===== src/rtl/taxi_dma_ram_rd_arb_if.sv =====
// Bus bundle for the DMA RAM read arbiter: requester-side (s_*) and RAM-side (m_*) handshakes.
// slave = the arbiter's view; master = the requesters plus RAM environment.
interface taxi_dma_ram_rd_arb_if #(
  parameter int PORTS  = 4,
  parameter int ADDR_W = 10,
  parameter int DATA_W = 128
);
  logic [PORTS*ADDR_W-1:0] s_rd_cmd_addr;
  logic [PORTS-1:0]        s_rd_cmd_valid;
  logic [PORTS-1:0]        s_rd_cmd_ready;
  logic [DATA_W-1:0]       s_rd_resp_data;
  logic [PORTS-1:0]        s_rd_resp_valid;
  logic [PORTS-1:0]        s_rd_resp_ready;
  logic [ADDR_W-1:0]       m_rd_cmd_addr;
  logic                    m_rd_cmd_valid;
  logic                    m_rd_cmd_ready;
  logic [DATA_W-1:0]       m_rd_resp_data;
  logic                    m_rd_resp_valid;
  logic                    m_rd_resp_ready;

  modport slave (
    input  s_rd_cmd_addr, s_rd_cmd_valid, s_rd_resp_ready,
           m_rd_cmd_ready, m_rd_resp_data, m_rd_resp_valid,
    output s_rd_cmd_ready, s_rd_resp_data, s_rd_resp_valid,
           m_rd_cmd_addr, m_rd_cmd_valid, m_rd_resp_ready
  );

  modport master (
    output s_rd_cmd_addr, s_rd_cmd_valid, s_rd_resp_ready,
           m_rd_cmd_ready, m_rd_resp_data, m_rd_resp_valid,
    input  s_rd_cmd_ready, s_rd_resp_data, s_rd_resp_valid,
           m_rd_cmd_addr, m_rd_cmd_valid, m_rd_resp_ready
  );
endinterface


===== src/rtl/taxi_dma_ram_rd_arb.sv =====
// Round-robin arbiter sharing one in-order RAM read port among PORTS requesters.
// A tag FIFO remembers which port issued each read so responses route back in order.
module taxi_dma_ram_rd_arb #(
  parameter int PORTS  = 4,
  parameter int ADDR_W = 10,
  parameter int DATA_W = 128,
  parameter int DEPTH  = 8
) (
  input  logic                     clk,
  input  logic                     rst,
  taxi_dma_ram_rd_arb_if.slave     bus,
  output logic [$clog2(DEPTH):0]   outstanding
);
  localparam int PW = $clog2(PORTS);
  localparam int CW = $clog2(DEPTH);

  logic [PW-1:0]     last_grant_q, last_grant_d;
  logic [CW-1:0]     wr_ptr_q, wr_ptr_d, rd_ptr_q, rd_ptr_d;
  logic [CW:0]       count_q, count_d;
  logic [PW-1:0]     tag_mem_q [DEPTH];

  logic [PW-1:0]     grant_idx, cand, head;
  logic              grant_vld, full, empty, cmd_hs, resp_hs;
  logic [ADDR_W-1:0] grant_addr;
  logic [DATA_W-1:0] resp_data;
  logic [PORTS-1:0]  cmd_ready, resp_valid;
  logic              resp_ready;

  assign full  = (count_q == (CW+1)'(DEPTH));
  assign empty = (count_q == '0);
  assign head  = tag_mem_q[rd_ptr_q];

  // Search starts one past the last winner and wraps; a full FIFO blocks every port.
  always_comb begin
    grant_vld = 1'b0;
    grant_idx = '0;
    cand      = '0;
    for (int k = 0; k < PORTS; k++) begin
      cand = PW'((int'(last_grant_q) + 1 + k) % PORTS);
      if (!grant_vld && bus.s_rd_cmd_valid[cand]) begin
        grant_vld = 1'b1;
        grant_idx = cand;
      end
    end
    if (full || rst) grant_vld = 1'b0;
  end

  always_comb begin
    grant_addr = '0;
    cmd_ready  = '0;
    resp_valid = '0;
    resp_ready = 1'b0;
    for (int p = 0; p < PORTS; p++) begin
      if (grant_idx == PW'(p)) begin
        grant_addr   = bus.s_rd_cmd_addr[p*ADDR_W +: ADDR_W];
        cmd_ready[p] = grant_vld && bus.m_rd_cmd_ready;
      end
      if (head == PW'(p) && !empty && !rst) begin
        resp_valid[p] = bus.m_rd_resp_valid;
        resp_ready    = bus.s_rd_resp_ready[p];
      end
    end
  end

  assign resp_data           = bus.m_rd_resp_data;
  assign bus.s_rd_resp_data  = resp_data;
  assign bus.s_rd_cmd_ready  = cmd_ready;
  assign bus.s_rd_resp_valid = resp_valid;
  assign bus.m_rd_cmd_addr   = grant_addr;
  assign bus.m_rd_cmd_valid  = grant_vld;
  assign bus.m_rd_resp_ready = resp_ready;

  assign cmd_hs  = grant_vld && bus.m_rd_cmd_ready;
  assign resp_hs = bus.m_rd_resp_valid && resp_ready;

  always_comb begin
    wr_ptr_d     = wr_ptr_q + CW'(cmd_hs);
    rd_ptr_d     = rd_ptr_q + CW'(resp_hs);
    count_d      = count_q + (CW+1)'(cmd_hs) - (CW+1)'(resp_hs);
    last_grant_d = cmd_hs ? grant_idx : last_grant_q;
  end

  always_ff @(posedge clk or posedge rst) begin
    if (rst) begin
      wr_ptr_q     <= '0;
      rd_ptr_q     <= '0;
      count_q      <= '0;
      last_grant_q <= PW'(PORTS-1);
    end else begin
      wr_ptr_q     <= wr_ptr_d;
      rd_ptr_q     <= rd_ptr_d;
      count_q      <= count_d;
      last_grant_q <= last_grant_d;
    end
  end

  // Tag storage needs no reset: entries are only read once the count covers them.
  always_ff @(posedge clk) begin
    if (cmd_hs) tag_mem_q[wr_ptr_q] <= grant_idx;
  end

  assign outstanding = count_q;
endmodule


===== src/flat_wrapper.sv =====
// flat-port wrapper written by rule: the top's interface ports become plain ports
module taxi_dma_ram_rd_arb_flat 
#(
  parameter int PORTS  = 4,
  parameter int ADDR_W = 10,
  parameter int DATA_W = 128,
  parameter int DEPTH  = 8
)
  (clk, rst, outstanding, bus_s_rd_cmd_addr, bus_s_rd_cmd_valid, bus_s_rd_resp_ready, bus_m_rd_cmd_ready, bus_m_rd_resp_data, bus_m_rd_resp_valid, bus_s_rd_cmd_ready, bus_s_rd_resp_data, bus_s_rd_resp_valid, bus_m_rd_cmd_addr, bus_m_rd_cmd_valid, bus_m_rd_resp_ready);
  taxi_dma_ram_rd_arb_if #(.PORTS(PORTS), .ADDR_W(ADDR_W), .DATA_W(DATA_W)) bus_i ();
  input  logic clk;
  input  logic rst;
  output logic [$clog2(DEPTH):0] outstanding;
  input wire logic [$bits(bus_i.s_rd_cmd_addr)-1:0] bus_s_rd_cmd_addr;
  input wire logic [$bits(bus_i.s_rd_cmd_valid)-1:0] bus_s_rd_cmd_valid;
  input wire logic [$bits(bus_i.s_rd_resp_ready)-1:0] bus_s_rd_resp_ready;
  input wire logic [$bits(bus_i.m_rd_cmd_ready)-1:0] bus_m_rd_cmd_ready;
  input wire logic [$bits(bus_i.m_rd_resp_data)-1:0] bus_m_rd_resp_data;
  input wire logic [$bits(bus_i.m_rd_resp_valid)-1:0] bus_m_rd_resp_valid;
  output wire logic [$bits(bus_i.s_rd_cmd_ready)-1:0] bus_s_rd_cmd_ready;
  output wire logic [$bits(bus_i.s_rd_resp_data)-1:0] bus_s_rd_resp_data;
  output wire logic [$bits(bus_i.s_rd_resp_valid)-1:0] bus_s_rd_resp_valid;
  output wire logic [$bits(bus_i.m_rd_cmd_addr)-1:0] bus_m_rd_cmd_addr;
  output wire logic [$bits(bus_i.m_rd_cmd_valid)-1:0] bus_m_rd_cmd_valid;
  output wire logic [$bits(bus_i.m_rd_resp_ready)-1:0] bus_m_rd_resp_ready;
  assign bus_i.s_rd_cmd_addr = bus_s_rd_cmd_addr;
  assign bus_i.s_rd_cmd_valid = bus_s_rd_cmd_valid;
  assign bus_i.s_rd_resp_ready = bus_s_rd_resp_ready;
  assign bus_i.m_rd_cmd_ready = bus_m_rd_cmd_ready;
  assign bus_i.m_rd_resp_data = bus_m_rd_resp_data;
  assign bus_i.m_rd_resp_valid = bus_m_rd_resp_valid;
  assign bus_s_rd_cmd_ready = bus_i.s_rd_cmd_ready;
  assign bus_s_rd_resp_data = bus_i.s_rd_resp_data;
  assign bus_s_rd_resp_valid = bus_i.s_rd_resp_valid;
  assign bus_m_rd_cmd_addr = bus_i.m_rd_cmd_addr;
  assign bus_m_rd_cmd_valid = bus_i.m_rd_cmd_valid;
  assign bus_m_rd_resp_ready = bus_i.m_rd_resp_ready;
  taxi_dma_ram_rd_arb #(.PORTS(PORTS), .ADDR_W(ADDR_W), .DATA_W(DATA_W), .DEPTH(DEPTH)) u_core (.clk(clk), .rst(rst), .bus(bus_i), .outstanding(outstanding));
endmodule

===== config.mk =====
export PLATFORM = sky130hd
export DESIGN_NAME = taxi_dma_ram_rd_arb_flat
export DESIGN_NICKNAME = d
export VERILOG_FILES = /design/src/rtl/taxi_dma_ram_rd_arb_if.sv /design/src/rtl/taxi_dma_ram_rd_arb.sv /design/src/flat_wrapper.sv
export SDC_FILE = /design/constraint.sdc
export NUM_CORES = 1
export LEC_CHECK = 0
export CORE_AREA = 8 8 122 124
export CTS_BUF_LIST = sky130_fd_sc_hd__clkbuf_8
export DETAILED_ROUTE_END_ITERATION = 10
export DIE_AREA = 0 0 130 132
export GPL_TIMING_DRIVEN = 0
export PLACE_DENSITY = 0.69
export SLEW_MARGIN = 20
export SYNTH_ARGS = -nofsm -noshare
export SYNTH_HDL_FRONTEND = slang
export SYNTH_SLANG_ARGS = --single-unit

===== constraint.sdc =====
create_clock -name clk -period 9.6 [get_ports clk]
set_clock_uncertainty 0.2 [all_clocks]
set_input_delay 1.44 -clock clk [delete_from_list [all_inputs] [get_ports clk]]
set_output_delay 1.44 -clock clk [all_outputs]
set_load 0.02 [all_outputs]

Word level (Yosys, flattened, before mapping)
Memories as Yosys holds them, arrays and structs flattened. Cells that the tools add are included.

$add $sub $neg: 8. $lt $le $gt $ge: 4. Eq/ne operators: 7. Mux-type cells: 35. Reduce and logical (&&, ||, !) cells: 22.

Operator list (number): 10-bit two-way mux (4); 1-bit two-way mux (23); 1-bit logical AND (13); 2-bit by 3-bit < comparator with 1-bit output (second input constant) (4); 1-bit binary-select mux with 2-bit select (4); 2-bit equality test (second input constant) (4); 2-bit two-way mux (4); 3-bit by 1-bit adder with 3-bit output (2); 1-bit logical NOT (5); 2-bit by 1-bit adder with 2-bit output (second input constant) (2); 2-bit adder (second input constant) (2); 4-bit by 1-bit adder with 4-bit output (1); 2-bit by 1-bit equality test with 1-bit output (second input constant) (2); 4-bit equality test (second input constant) (1); 2-bit logical NOT (2); 4-bit logical NOT (1); 4-bit by 1-bit subtractor with 4-bit output (1); 1-bit logical OR (1).

Register bits after elaboration: 12. Memory bits (writable): 16. Input bits: 180. Output and inout port bits: 152. Memories: 1.

Memory list: u_core.tag_mem_q (words 8, bits a word 2, read ports 1, clocked after Yosys merged registers in 0, wr ports 1, RTL line taxi_dma_ram_rd_arb.sv:20) `logic [PW-1:0] tag_mem_q [DEPTH];`.

Depth between registers and ports, before layout
Gate-level depths: netlist of run 1.

Depth in word-level cells: 18. Mapped depth: 11. Depth with buffers taken out: 10.

Worst setup path before layout of run 1
No wires, ideal clock.

Kind: input to output. From: input port bus_s_rd_cmd_valid[1]. To: output port bus_s_rd_cmd_ready[0]. Arrival time: 2.955 ns. Required time: 7.960 ns. Path slack: 5.005 ns. Stages: 4. Cells stage by stage: nor2_1 -> a221oi_1 -> nand2_1 -> nor3_1.

Cells in the longest elaborated chain, start to end: 15. Elaborated cells on any way between the ends: 26. Those cells by class: 18 x mux; 8 x reduce/logical.

RTL lines: start: declaration (RTL line flat_wrapper.sv:15) `input wire logic [$bits(bus_i.s_rd_cmd_valid)-1:0] bus_s_rd_cmd_valid;`; 1-bit binary-select mux with 2-bit select (RTL line taxi_dma_ram_rd_arb.sv:40) `if (!grant_vld && bus.s_rd_cmd_valid[cand]) begin`; 1-bit two-way mux (not written as such) (RTL line taxi_dma_ram_rd_arb.sv:40); 1-bit two-way mux (RTL line taxi_dma_ram_rd_arb.sv:40); 1-bit logical NOT (RTL line taxi_dma_ram_rd_arb.sv:40); 1-bit logical AND (RTL line taxi_dma_ram_rd_arb.sv:40); 1-bit two-way mux (RTL line taxi_dma_ram_rd_arb.sv:40); 1-bit logical NOT (RTL line taxi_dma_ram_rd_arb.sv:40); 1-bit logical AND (RTL line taxi_dma_ram_rd_arb.sv:40); 1-bit two-way mux (RTL line taxi_dma_ram_rd_arb.sv:40); 1-bit logical NOT (RTL line taxi_dma_ram_rd_arb.sv:40); 1-bit logical AND (RTL line taxi_dma_ram_rd_arb.sv:40); 1-bit two-way mux * (RTL line taxi_dma_ram_rd_arb.sv:40); 1-bit two-way mux * (RTL line taxi_dma_ram_rd_arb.sv:45) `if (full || rst) grant_vld = 1'b0;`; named net bus_m_rd_cmd_valid (RTL line flat_wrapper.sv:24) `output wire logic [$bits(bus_i.m_rd_cmd_valid)-1:0] bus_m_rd_cmd_valid;`; 1-bit logical AND * (RTL line taxi_dma_ram_rd_arb.sv:56) `cmd_ready[p] = grant_vld && bus.m_rd_cmd_ready;`; 1-bit two-way mux * (RTL line taxi_dma_ram_rd_arb.sv:54) `if (grant_idx == PW'(p)) begin`; end: declaration (RTL line flat_wrapper.sv:20) `output wire logic [$bits(bus_i.s_rd_cmd_ready)-1:0] bus_s_rd_cmd_ready;`.

Mark *: on every way through the listed nets, which the timed path passes. The rest lies on a longest branch. The select of a mux whose other input is x is not followed.

Worst setup path after layout of run 1
From: input port bus_s_rd_cmd_valid[3]. To: output port bus_m_rd_cmd_addr[0].

Cells in the longest elaborated chain, start to end: 17. Elaborated cells on any way between the ends: 29. Those cells by class: 3 x eq/ne; 19 x mux; 7 x reduce/logical.

RTL lines: 1-bit binary-select mux with 2-bit select (RTL line taxi_dma_ram_rd_arb.sv:40); 1-bit two-way mux (not written as such) (RTL line taxi_dma_ram_rd_arb.sv:40); 1-bit two-way mux (RTL line taxi_dma_ram_rd_arb.sv:40); 1-bit logical NOT (RTL line taxi_dma_ram_rd_arb.sv:40); 1-bit logical AND (RTL line taxi_dma_ram_rd_arb.sv:40); 1-bit two-way mux (RTL line taxi_dma_ram_rd_arb.sv:40); 1-bit logical NOT (RTL line taxi_dma_ram_rd_arb.sv:40); 1-bit logical AND (RTL line taxi_dma_ram_rd_arb.sv:40); 1-bit two-way mux (RTL line taxi_dma_ram_rd_arb.sv:40); 1-bit logical NOT (RTL line taxi_dma_ram_rd_arb.sv:40); 1-bit logical AND (RTL line taxi_dma_ram_rd_arb.sv:40); 2-bit two-way mux * (RTL line taxi_dma_ram_rd_arb.sv:40); 2-bit logical NOT (RTL line taxi_dma_ram_rd_arb.sv:54); 10-bit two-way mux (3 in series) (RTL line taxi_dma_ram_rd_arb.sv:54); 10-bit two-way mux * (RTL line taxi_dma_ram_rd_arb.sv:54); end: declaration (RTL line flat_wrapper.sv:23) `output wire logic [$bits(bus_i.m_rd_cmd_addr)-1:0] bus_m_rd_cmd_addr;`.

Mark *: on every way between the ends. The rest lies on a longest branch, timed or not. The select of a mux whose other input is x is not followed.

==> impl_results.md, run 1 <==
* # setup viols final at 0
* Reg clk slew, reported paths at 90 ps
* Cts bufs inserted at 3
* Final ANT Viol Nets at 0
* GR Util All Layers at 10.39%
* Largest net degree at the start of global routing at 18
* Switch share at 40.11%
* Setup Buffers After CTS at 0
* Number of placed I/O pins at 332
* Setup TNS at 0 ps
* Yosys reg bits at 28
* Count of flip-flops with a built-in enable after synthesis at 16
* DR WL/cell at 15.12 um
* Overall power at 798.7 uW
* Slew @ Worst Pin at 490.8 ps
* Hpwl dp at 9188 um
* # port buffers at 203
* Max-slew violations at 0
* Synth unique cells at 29
* Final core occ at 38.61%
* CTS tree: yes
* Max rail drop VDD at 0.08924 mV
* HP Class: flop to flop
* Die W at 130 um
* Core Box Area at 12,980 um^2
* Status: completed
* Initial Util at 20.91%
* CP delay by family, top: buffers and inverters
* Critical path capture point type: primary output
* Leakage at 0.002259 uW
* Vias per inst at 3.753
* Crit path time final at 5626 ps
* Drc violations at 0
* Synth cell count leaders: buf_4 (128), mux2i_1 (34), edfxtp_1 (16)
* Die area at 17,160 um^2
* Gr ovfl total at 0
* Gpl congestion at 0.6935
* Post-synth top area cell: buf_4
* Fmax at 177.7 MHz
* Sequential share of the synthesized area at 28.86%
* Clock power frac at 7.9%
* Worst EP arrival at 3990 ps
* Relative slew margins at 67.25%
* Area contributors post-synth: buf_4 (35%), edfxtp_1 (18%), mux2i_1 (13%)
* Vias in the first global route at 2,736
* Synth Area per Inst at 9.797 um^2
* Post-CTS resize count at 0
* Sink Count at 28
* Area Growth Syn to Fin at 84.65%
* CP Launch Type: primary input
* Top cell type's share of synthesized area at 35.41%
* Detailed Route WL at 9982 um
* Slowest stage cell, crit path: clkdlybuf4s50_1
* Final worst path period share at 58.60%
* Nets at 676
* Cell Area, Synth at 2714 um^2
* Root buffer cell: clkbuf_8
* Crit-path max FO at 10
* Switching power at 320.3 uW
* Antenna violations before repair at 0
* CP Class: primary input to primary output
* Clock Latency Late Sink at 270 ps
* First-pass GRT wire length at 14,230 um
* Cell Pwr Density at 159.4 nW/um^2
* Combinational share of power at 66.7%
* CP bufs+invs at 4
* Ys flop type: edfxtp_1
* Cells after Synth at 277
* Clock buffer depth at 2
* Die height at 132 um
* Synthesized Nets at 468
* Worst setup margin at 3974 ps
* DR pass1 iterations at 4
* Filler cell count at 1,254
* Share of cells above drive strength 1 at 29.34%
* Cell-internal power at 478.3 uW
* Async set or reset register ratio after synthesis at 42.86%
* Fin. Hold Viols at 0
* Crit-path max cell delay at 650 ps
* MaxCap Viol Count at 0
* Cell with the most instances after synthesis: buf_4
* Rows at 42
* Inserted Diodes at 0
* Worst endpoint required time at 7960 ps
* RSZ-0062 raised after global routing: false
* Via count at 2,477
* Sequential Power Share at 25.4%
* Max H-tree Level at 1
* DP Worst Slack at 3919 ps
* Yosys Warn Count at 0
* First DRT Iteration DRCs at 62
* Post-CTS Hold Buffers at 0
* Critical path cell sequence: clkdlybuf4s50_1 -> nor2b_1 -> o21ai_0 -> o311ai_0 -> buf_2 -> buf_2 -> mux2i_1 -> mux2i_1 -> clkdlybuf4s50_1
[state kept, by name, summed over array words and instances (netlist names)]
register / cells
u_core.outstanding: 4
u_core.wr_ptr_q: 3
u_core.last_grant_q: 2
u_core.tag_mem_q: 16
u_core.rd_ptr_q: 3
[worst register-to-register path: stages, from the launching register on]
cell and delay [ps]:
dfrtp_1 380, buf_6 140, mux4_1 600, mux2i_4 240, mux4_2 550, and3_1 240
ha_1 280, inv_1 60, ha_1 150, inv_1 60, fa_1 370, xnor2_1 140
[layout make-up]
| cell class | instances | area [um^2] | area share (%) |
|---|---|---|---|
| Timing Repair Buffer | 203 | 2032 | 40.55 |
| Buffer | 133 | 992.2 | 19.80 |
| Multi-Input combinational cell | 103 | 889.6 | 17.75 |
| Sequential cell | 28 | 783.3 | 15.63 |
| Tap cell | 176 | 220.2 | 4.394 |
| Inverter | 13 | 48.80 | 0.9738 |
| Clock buffer | 3 | 41.29 | 0.8240 |
| Clock inverter | 1 | 3.754 | 0.07491 |
[stage by stage]
step | cells | hold WS, ps | cell area [um^2]
floorplan | 277 | 243.7 | 2714
global placement | 656 | 261.2 | 4966
detailed placement | 656 | 263.5 | 4966
CTS | 660 | 278.4 | 5011
global route | 660 | 301.4 | 5011
finish | 660 | 275.5 | 5011
[worst paths after layout]
kind                                             start                      to  slack (ps)  depth (start not counted)
worst max-delay path             bus_s_rd_cmd_valid[3]    bus_m_rd_cmd_addr[0]        3970                          9
worst min-delay path            u_core.last_grant_q[0]  u_core.last_grant_q[0]         280                          2
worst max register to register      u_core.rd_ptr_q[0]   u_core.outstanding[2]        6090                         11
worst min register to register  u_core.last_grant_q[0]  u_core.last_grant_q[0]         280                          2
max in group asynchronous                          rst  u_core.last_grant_q[1]        7490                          2
min in group asynchronous                          rst   u_core.outstanding[3]        1360                          2
[metal layers]
metal	track usage, %	vias to the layer above	wire, um
met2	22.37	174	5652
met5	0	-	0
met4	1.937	0	65
li1	-	1201	-
met1	8.215	1097	2989
met3	3.964	5	1274
[power groups by stage]
stage               Clock, uW  Combinational, uW  Sequential (uW)
global placement            0                533              204
finish                   63.0                533              203
floorplan                   0                326              209
CTS                      64.8                544              203
global route             69.4                573              209
detailed placement          0                541              206
[cell families (layout without fill, tap and decap cells)]
| kind of cell | count (synthesis) | count (layout) | share of synthesized area, % |
|---|---|---|---|
| adder cells (fa/ha/maj) | 11 | 11 | 5.348 |
| buffers and inverters | 146 | 353 | 38.36 |
| flip-flops | 28 | 28 | 28.86 |
| AO/OA/AOI/OAI | 10 | 10 | 2.444 |
| XOR/XNOR | 4 | 4 | 1.291 |
| AND/OR/NAND/NOR | 39 | 39 | 6.731 |
| multiplexers | 39 | 39 | 16.97 |
[cells in the final DEF, fill, tap and decap left out, types with 4 or more instances in the layout]
| cell type | synthesis | final |
|---|---|---|
| mux2i_1 | 34 | 34 |
| buf_4 | 128 | 128 |
| inv_1 | 13 | 13 |
| nor3_1 | 4 | 4 |
| nand2_1 | 7 | 7 |
| edfxtp_1 | 16 | 16 |
| clkdlybuf4s50_1 | 0 | 203 |
| dfrtp_1 | 10 | 10 |
| nor2_1 | 15 | 15 |
| ha_1 | 10 | 10 |
| nand2b_1 | 5 | 5 |
| buf_2 | 4 | 4 |
Power figures use the tool's default switching activity.
==> run 2: changes to the inputs <==
--- a/config.mk
+++ b/config.mk
@@ -5,12 +5,13 @@
 export SDC_FILE = /design/constraint.sdc
 export NUM_CORES = 1
 export LEC_CHECK = 0
-export CORE_AREA = 8 8 122 124
+export CORE_ASPECT_RATIO = 0.5
+export CORE_MARGIN = 8
+export CORE_UTILIZATION = 27
 export CTS_BUF_LIST = sky130_fd_sc_hd__clkbuf_8
 export DETAILED_ROUTE_END_ITERATION = 10
-export DIE_AREA = 0 0 130 132
 export GPL_TIMING_DRIVEN = 0
-export PLACE_DENSITY = 0.69
+export PLACE_DENSITY = 0.85
 export SLEW_MARGIN = 20
 export SYNTH_ARGS = -nofsm -noshare
 export SYNTH_HDL_FRONTEND = slang
==> constraint.sdc (replaced) <==
create_clock -name clk -period 5.2 [get_ports clk]
set_clock_uncertainty 0.2 [all_clocks]
set_input_delay 0.78 -clock clk [delete_from_list [all_inputs] [get_ports clk]]
set_output_delay 0.78 -clock clk [all_outputs]
set_load 0.02 [all_outputs]
==> run 2 against run 1 <==
Core utilization up 11 points; clock-buffer cell count unchanged; non-clock buffer count unchanged; sequential cell count unchanged; via count up 1.7%; die area down 20%; critical path type unchanged.
==> impl_results.md, run 2 (synthesized netlist as in run 1, its figures left out) <==
* Status: completed
* Register area at 783.3 um^2
* Dpl cell area at 4921 um^2
* Crit path time final at 4494 ps
* Detailed Route WL at 10,550 um
* Worst EP arrival at 3510 ps
* Multi-input logic area at 889.6 um^2
* Post-CTS resize count at 0
* CTS tree: yes
* HP Class: flop to flop
* Setup TNS at 0 ps
* Via count at 2,518
* Worst endpoint required time at 4220 ps
* Share of cells above drive strength 1 at 29.55%
* Root buffer cell: clkbuf_8
* Final ANT Viol Nets at 0
* Setup Buffers After CTS at 0
* Worst Setup SP: bus_s_rd_cmd_valid[1]
* Gr ovfl total at 0
* Largest net degree at the start of global routing at 18
* Initial Util at 27.17%
* Filler cell count at 901
* R2R cell count at 11
* Slew @ Worst Pin at 529.2 ps
* Post-CTS Hold Buffers at 0
* Final worst path period share at 86.43%
* Max FFs per register at 16
* CP Class: primary input to primary output
* Max rail drop VDD at 0.1874 mV
* Inserted Diodes at 0
* CP Launch Type: primary input
* Worst reg2reg setup slack at 1680 ps
* Critical path capture point type: primary output
* RSZ-0062 raised after global routing: false
* Cell-internal power at 934.1 uW
* Crit-path max FO at 17
* First-pass GRT wire length at 15,170 um
* FF-to-FF Start: u_core.rd_ptr_q[0]
* Vias in the first global route at 2,892
* Clock buffer depth at 2
* Cts bufs inserted at 3
* Critical Path Sink: bus_m_rd_cmd_addr[8]
* DP Worst Slack at 698.3 ps
* Die W at 157.8 um
* Worst setup margin at 705.9 ps
* Drc violations at 0
* Sequential Power Share at 24.4%
* GR Util All Layers at 13.62%
* Fmax at 222.5 MHz
* DR pass1 iterations at 4
* Leakage at 0.002272 uW
* DR WL/cell at 16.91 um
* Sink Count at 28
* Most common cell after layout, fill and taps aside: clkdlybuf4s50_1
* Area Growth Syn to Fin at 83.96%
* First DRT Iteration DRCs at 49
* Vias per inst at 4.035
* Core Box Area at 9987 um^2
* Switch share at 39.64%
* Design area at 4992 um^2
* Rows at 26
* MaxCap Viol Count at 0
* Switching power at 613.6 uW
* Gpl congestion at 0.7616
* Fin. Hold Viols at 0
* Clock Latency Late Sink at 270 ps
* Clock power frac at 11.0%
* Die area at 13,710 um^2
* Commonest non-fill, non-tap cells in the layout: clkdlybuf4s50_1 (203), buf_4 (128), mux2i_1 (34)
* Nets at 676
* Placed Cells at 620
* # port buffers at 203
* Cell Pwr Density at 310.0 nW/um^2
* Final non-filler cell total at 624
* # setup viols final at 0
* Combinational share of power at 64.6%
* Number of placed I/O pins at 332
* Hpwl dp at 9618 um
* Reg clk slew, reported paths at 100 ps
* Final hold slack at 285.6 ps
* RR Endpoint: u_core.outstanding[2]
* Max-slew violations at 0
* Antenna violations before repair at 0
* Die height at 86.89 um
* Reg with most FFs: u_core.tag_mem_q
* Relative slew margins at 64.68%
* Max H-tree Level at 1
[run 2: cell count changes in the layout (fill, tap and decap cells not counted)]
| cell | before | now |
|---|---|---|
| bufinv_16 | 0 | 1 |
| clkinv_1 | 1 | 0 |
[run 2: cell type report]
cell class / count / area share, %
tap: 140 / 3.509
multi-input combinational: 103 / 17.82
inverter: 13 / 0.9774
clock inverter: 1 / 0.6015
clock buffer: 3 / 0.8271
sequential: 28 / 15.69
timing repair buffer: 203 / 40.70
buffer: 133 / 19.87
[run 2: per-layer routing]
metal	global-route usage [%]	vias up	wire (um)	share of wire (%)
met5	0	-	0	0
met2	25.95	116	5695	54
li1	-	1203	-	-
met1	15.37	1193	3922	37
met3	3.564	6	863	8.2
met4	1.630	0	68	0.64
[run 2: worst min path at each step]
stage	from	slack, ps	to	depth (start not counted)
after floorplan	u_core.last_grant_q[0]	240	u_core.last_grant_q[0]	2
after global placement	u_core.last_grant_q[0]	260	u_core.last_grant_q[0]	2
after detailed placement	u_core.last_grant_q[0]	270	u_core.last_grant_q[0]	2
after CTS	u_core.last_grant_q[0]	280	u_core.last_grant_q[0]	2
after global routing	u_core.last_grant_q[0]	330	u_core.last_grant_q[0]	2
final	u_core.last_grant_q[0]	290	u_core.last_grant_q[0]	2
[run 2: critical path, cell delays in order]
cell	delay, ps
clkdlybuf4s50_1	570
nor2_1	80
o311ai_0	430
buf_2	330
buf_2	390
mux2i_1	130
mux2i_1	150
clkdlybuf4s50_1	650
[run 2: per-stage QoR]
step | power [uW] | utilization [%]
2_1_floorplan | 988.7 | -
3_3_place_gp | 1350 | 49.27
3_5_place_dp | 1390 | 49.27
4_1_cts | 1563 | 49.99
5_1_grt | 1647 | 49.99
6_report | 1548 | 49.99
[run 2: power groups by stage]
stage	clock network (uW)	logic, uW	registers, uW
after global routing	179	1080	387
after floorplan	0	602	386
after global placement	0	972	378
after detailed placement	0	1010	383
final	171	1000	377
after CTS	172	1010	379
